`config.mk`:
```
export PLATFORM = sky130hd
export DESIGN_NAME = parking_gate_ctrl
export DESIGN_NICKNAME = d
export VERILOG_FILES = /design/src/rtl/parking_gate_ctrl.sv
export SDC_FILE = /design/constraint.sdc
export NUM_CORES = 1
export LEC_CHECK = 0
export CORE_ASPECT_RATIO = 1.5
export CORE_MARGIN = 8
export CORE_UTILIZATION = 56
export CTS_BUF_LIST = sky130_fd_sc_hd__clkbuf_8
export CTS_CLUSTER_SIZE = 40
export DETAILED_ROUTE_END_ITERATION = 10
export GPL_TIMING_DRIVEN = 0
export PLACE_DENSITY_LB_ADDON = 0.05
export SKIP_CTS_REPAIR_TIMING = 1
export SYNTH_ARGS = -nofsm -noshare
export SYNTH_HDL_FRONTEND = slang
export SYNTH_SLANG_ARGS = --single-unit
```
`constraint.sdc`:
```
create_clock -name clk -period 2.4 [get_ports clk]
set_input_delay 0.72 -clock clk [delete_from_list [all_inputs] [get_ports clk]]
set_output_delay 0.72 -clock clk [all_outputs]
set_load 0.02 [all_outputs]
```
`src/rtl/parking_gate_ctrl.sv`:
```
// parking_gate_ctrl
//   Single-lane parking gate controller. Entry and exit requests are latched
//   as pending flags. A round-robin arbiter picks one of them in IDLE. The gate
//   then opens for one cycle (OPEN), waits for the sensor or a timeout
//   (PASS_WAIT), and closes for one cycle (CLOSE). Free-slot counters change
//   only when a car actually clears the gate.
//
//   Parameters : REG_SLOTS (1..31), HC_SLOTS (1..31), GATE_CYCLES (2..255)
//   Build macro: HC_OVERFLOW_EN - if free_hc is 0, a handicapped entry may
//                use a regular slot.
//
//   Ports
//     clk, reset             clock, async active-high reset
//     entry_req, entry_hc    entry pulse + handicapped qualifier
//     exit_req, exit_hc      exit pulse + handicapped-slot qualifier
//     car_passed             gate sensor pulse
//     gate_open              gate drive
//     free_reg, free_hc      free slot counts
//     full_reg, full_hc      matching count is zero
//     reject, timeout        one-cycle event pulses
//     busy                   FSM not in IDLE
module parking_gate_ctrl #(
    parameter int REG_SLOTS   = 20,
    parameter int HC_SLOTS    = 5,
    parameter int GATE_CYCLES = 8
) (
    input  logic       clk,
    input  logic       reset,
    input  logic       entry_req,
    input  logic       entry_hc,
    input  logic       exit_req,
    input  logic       exit_hc,
    input  logic       car_passed,
    output logic       gate_open,
    output logic [4:0] free_reg,
    output logic [4:0] free_hc,
    output logic       full_reg,
    output logic       full_hc,
    output logic       reject,
    output logic       timeout,
    output logic       busy
);

    localparam logic [4:0] REG_MAX  = 5'(REG_SLOTS);
    localparam logic [4:0] HC_MAX   = 5'(HC_SLOTS);
    localparam logic [7:0] TMR_LOAD = 8'(GATE_CYCLES - 1);

    typedef enum logic [1:0] {IDLE, OPEN, PASS_WAIT, CLOSE} state_t;

    state_t     state, state_nx;
    logic       ent_pend, ent_hc_q;
    logic       ext_pend, ext_hc_q;
    logic       rr_entry;    // 1: entry wins the next tie, 0: exit wins
    logic       cur_entry;   // transaction in flight is an entry
    logic       cur_hc;      // slot class the transaction affects
    logic [7:0] timer;

    logic       grant_exit, grant_entry;
    logic       ent_ok, ent_use_hc;

    // Arbitration only happens in IDLE.
    assign grant_exit  = (state == IDLE) && ext_pend && (!ent_pend || !rr_entry);
    assign grant_entry = (state == IDLE) && ent_pend && !grant_exit;

    // Slot selection for the pending entry. A regular car never takes an HC slot.
    always_comb begin
        ent_ok     = 1'b0;
        ent_use_hc = 1'b0;
        if (ent_hc_q) begin
            if (free_hc != 5'd0) begin
                ent_ok     = 1'b1;
                ent_use_hc = 1'b1;
            end
`ifdef HC_OVERFLOW_EN
            else if (free_reg != 5'd0) begin
                ent_ok = 1'b1;
            end
`endif
        end else begin
            ent_ok = (free_reg != 5'd0);
        end
    end

    // State register
    always_ff @(posedge clk or posedge reset) begin
        if (reset) state <= IDLE;
        else       state <= state_nx;
    end

    // Next-state logic
    always_comb begin
        state_nx = state;
        case (state)
            IDLE:      if (grant_exit || (grant_entry && ent_ok)) state_nx = OPEN;
            OPEN:      state_nx = PASS_WAIT;
            PASS_WAIT: if (car_passed || timer == 8'd0) state_nx = CLOSE;
            CLOSE:     state_nx = IDLE;
            default:   state_nx = IDLE;
        endcase
    end

    // Outputs decoded from state. Reset forces IDLE, so the gate drops at once.
    always_comb begin
        gate_open = (state == OPEN) || (state == PASS_WAIT);
        busy      = (state != IDLE);
    end

    assign full_reg = (free_reg == 5'd0);
    assign full_hc  = (free_hc == 5'd0);

    // Pending flags, arbiter pointer and transaction context
    always_ff @(posedge clk or posedge reset) begin
        if (reset) begin
            ent_pend  <= 1'b0;
            ent_hc_q  <= 1'b0;
            ext_pend  <= 1'b0;
            ext_hc_q  <= 1'b0;
            rr_entry  <= 1'b0;
            cur_entry <= 1'b0;
            cur_hc    <= 1'b0;
        end else begin
            // A new pulse is only accepted while the flag is clear.
            if (grant_entry)               ent_pend <= 1'b0;
            else if (entry_req && !ent_pend) begin
                ent_pend <= 1'b1;
                ent_hc_q <= entry_hc;
            end
            if (grant_exit)                ext_pend <= 1'b0;
            else if (exit_req && !ext_pend) begin
                ext_pend <= 1'b1;
                ext_hc_q <= exit_hc;
            end

            if (grant_exit) begin
                rr_entry  <= 1'b1;
                cur_entry <= 1'b0;
                cur_hc    <= ext_hc_q;
            end else if (grant_entry) begin
                rr_entry  <= 1'b0;
                cur_entry <= 1'b1;
                cur_hc    <= ent_use_hc;
            end
        end
    end

    // Gate timer, slot counters and event pulses
    always_ff @(posedge clk or posedge reset) begin
        if (reset) begin
            timer    <= 8'd0;
            free_reg <= REG_MAX;
            free_hc  <= HC_MAX;
            reject   <= 1'b0;
            timeout  <= 1'b0;
        end else begin
            reject  <= grant_entry && !ent_ok;
            timeout <= (state == PASS_WAIT) && !car_passed && (timer == 8'd0);

            if (state == OPEN)
                timer <= TMR_LOAD;
            else if (state == PASS_WAIT && timer != 8'd0)
                timer <= timer - 8'd1;

            // Counters move only when the car really clears the gate.
            if (state == PASS_WAIT && car_passed) begin
                if (cur_entry) begin
                    if (cur_hc) begin
                        if (free_hc != 5'd0) free_hc <= free_hc - 5'd1;
                    end else begin
                        if (free_reg != 5'd0) free_reg <= free_reg - 5'd1;
                    end
                end else begin
                    if (cur_hc) begin
                        if (free_hc < HC_MAX) free_hc <= free_hc + 5'd1;
                    end else begin
                        if (free_reg < REG_MAX) free_reg <= free_reg + 5'd1;
                    end
                end
            end
        end
    end

endmodule

```
==> summary.txt <==
Timing
  • TNS Setup: 0 ns
  • Setup repair after global routing missed its margin: true
  • Worst slew pin tran: 1.11 ns
  • Slew Limit Fails: 0
  • FMAX: 0.427 GHz
  • Layout Skew: 0.00349 ns
  • Final worst path period share: 97.7%
  • Final setup viols: 0
  • Endpoints failing hold: 0
  • Slew margin rel.: 26.0%
  • Final Critical Period: 2.34 ns

Logic synthesis
  • #FFs+latches synth: 29
  • Seq/Total Area, Yosys: 42.9%
  • Syn Area/Cell: 10.6 um^2
  • Synth Net Count: 181
  • Synth Instances: 160
  • Fraction of registers with async set/reset: 100%
  • Post-synth cell types: 38
  • Post-Synthesis Cell Area: 1700 um^2
  • EDFF count, synth: 0
  • Ys flop type: dfrtp_1
  • Yosys warns: 0

Critical path
  • Req. time, crit path: 1.68 ns
  • Slowest cell on the critical path: or3_1
  • Reg-to-reg startpoint: cur_entry$_DFFE_PP0P_
  • Critical Path Fanout Max: 5
  • CP peak stage delay: 0.43 ns
  • CP arrival: 1.62 ns
  • Buffers & Inverters on Critical Path: 1
  • Ordered list of cells on the worst path: or3_1 > nor3_4 > clkbuf_2
  • CP top delay family: simple AND/OR/NAND/NOR gates
  • Element type at the critical path end: output port
  • Reg2reg end: free_hc[4]$_DFFE_PP0P_
  • Worst R2R Setup Slack: 0.24 ns
  • Worst setup SP type: flip-flop
  • Worst Reg-to-Reg Cells: 8
  • Worst setup path class: flip-flop to output port

Job
  • Max-Cap Viols: 0

Final layout
  • Fin nets: 209
  • # diodes: 0
  • Max reg flops: 8
  • Most frequent cells in the layout: dfrtp_1 (25), nor2_1 (19), clkdlybuf4s50_1 (18)
  • Post-route cell area: 2050 um^2
  • # fillers: 243
  • Area delta synth->final: 20.5%
  • Leading cell type in the layout, fill and taps excluded: dfrtp_1
  • Share of cells above drive strength 1: 16.0%

GRT
  • Initial antenna violation count: 0
  • Vias in the first global route: 1389
  • Largest net degree at the start of global routing: 30
  • First-pass GRT wire length: 6080 um
  • Gr ovfl total: 0
  • GRT Overall Usage: 15.6%

Drt
  • Final wirelength: 3520 um
  • Antenna-violating nets left: 0
  • Initial drt markers: 20
  • DRC viols: 0
  • Vias: 1293
  • Vias per cell: 5.70
  • DR WL/cell: 15.5 um
  • Pre-antenna DRT Iters: 4

Power and ir drop
  • Power density cells: 1470 nW/um^2
  • Lkg Pwr: 0.902 nW
  • Peak VDD IR: 0.977 mV
  • Clock share of power: 13.2%
  • Sw frac: 42.4%
  • Sequential share of power: 31.8%
  • Sw power: 1.28 mW
  • Logic gate share of total power: 54.9%
  • Internal power: 1.74 mW

Hold path
  • Worst hold path endpoint: rr_entry$_DFFE_PP0P_
  • Hold depth: 1
  • HP Class: flip-flop to flip-flop
  • Hold wc startpoint: rr_entry$_DFFE_PP0P_

Clock network
  • TritonCTS sink count: 29
  • Cts bufs inserted: 5
  • TritonCTS clock tree: yes
  • Worst-path clk slew: 0.06 ns
  • Maximum clock path buffer count: 2
  • Clk Latency, worst-skew pair: 0.28 ns
  • CTS root buf: clkbuf_8
  • # H-tree levels: 2

Place
  • RePlAce Congestion: 0.822
  • DP Wirelength: 2660 um
  • Placed cell area: 1970 um^2
  • IO Port Bufs: 22

Die
  • DIE WIDTH: 61.0 um
  • CORE AREA: 2910 um^2
  • Boundary Pins: 23
  • Die area: 5100 um^2
  • Num rows: 24
  • Die Y: 83.5 um
  • Starting Density: 58.5%

Outcome
  • Status: complete, no violations
synth_stat cells, types with 2 or more instances:
library cell | number | area share, %
nand3b_1 | 2 | 0.88
dfstp_2 | 4 | 6.2
nand2_1 | 7 | 1.5
xor2_1 | 4 | 2.1
or3_1 | 2 | 0.73
dfrtp_1 | 25 | 37
mux2_2 | 7 | 4.6
o21bai_1 | 2 | 0.88
nand3_1 | 6 | 1.8
xnor2_1 | 10 | 5.1
o21ai_0 | 5 | 1.5
a21o_1 | 2 | 0.88
nor2b_1 | 3 | 1.1
o21a_1 | 3 | 1.3
nor2_1 | 19 | 4.2
ha_1 | 12 | 8.8
a21oi_1 | 9 | 2.6
inv_1 | 12 | 2.6
a31oi_1 | 3 | 1.1
fa_1 | 2 | 2.4
nor3_1 | 4 | 1.2
worst max-delay path by stage:
stage | from | endpoint | slack (ns) | cells after the start
after floorplan | free_reg[1]$_DFFE_PP0P_ | state[1]$_DFFE_PP0P_ | 0.40 | 5
after global placement | free_reg[1]$_DFFE_PP0P_ | full_reg | -0.08 | 3
after detailed placement | free_reg[1]$_DFFE_PP0P_ | full_reg | -0.08 | 3
after CTS | free_reg[1]$_DFFE_PP0P_ | full_reg | -0.42 | 3
after global routing | free_reg[1]$_DFFE_PP0P_ | full_reg | -0.03 | 3
final | free_reg[1]$_DFFE_PP0P_ | full_reg | 0.06 | 3
metal layers:
layer  vias to the layer above  part of all wire (%)  global-route usage, %
li1                        610                     -                      -
met5                         -                     0                      0
met1                       653                    40                   16.6
met3                         6                   4.3                   4.48
met4                         0                   2.1                   7.89
met2                        24                    53                   26.2
cell families (layout without fill, tap and decap cells):
family / after synthesis / count (layout) / synth area share [%]
compound gates: 29 / 29 / 13.2
xor+xnor: 14 / 14 / 7.20
fa+ha+maj: 14 / 14 / 11.2
buf+inv: 14 / 42 / 3.16
flops: 29 / 29 / 42.9
mux: 10 / 10 / 6.69
simple gates: 50 / 50 / 15.7
stage by stage:
stage | hold WS (ns) | setup WS [ns] | util (%) | cells | power (mW)
after global placement | 0.471 | -0.0781 | 67.7 | 221 | 2.56
final | 0.487 | 0.0553 | 70.4 | 227 | 3.02
after global routing | 0.504 | -0.0302 | 70.4 | 227 | 3.27
after CTS | 0.488 | -0.421 | 70.7 | 228 | 3.06
after detailed placement | 0.477 | -0.0799 | 67.7 | 221 | 2.64
after floorplan | 0.450 | 0.400 | - | 160 | 2.13
final cells by class:
class                      instances  area, um^2  share of cell area (%)
multi-input combinational        117         921                    44.9
inverter                          12        45.0                    2.20
buffer                             1        5.00                   0.244
tap                               39        48.8                    2.38
sequential                        29         731                    35.6
timing repair buffer              22         215                    10.5
clock buffer                       6        82.6                    4.02
clock inverter                     1        3.75                   0.183
power groups by stage:
stage	Sequential, mW	Clock, mW	Combinational (mW)
after floorplan	1.01	0	1.12
after global placement	0.952	0	1.61
after detailed placement	0.965	0	1.68
after CTS	0.961	0.412	1.69
after global routing	0.997	0.426	1.85
final	0.962	0.400	1.66
Power figures use the tool's default switching activity.
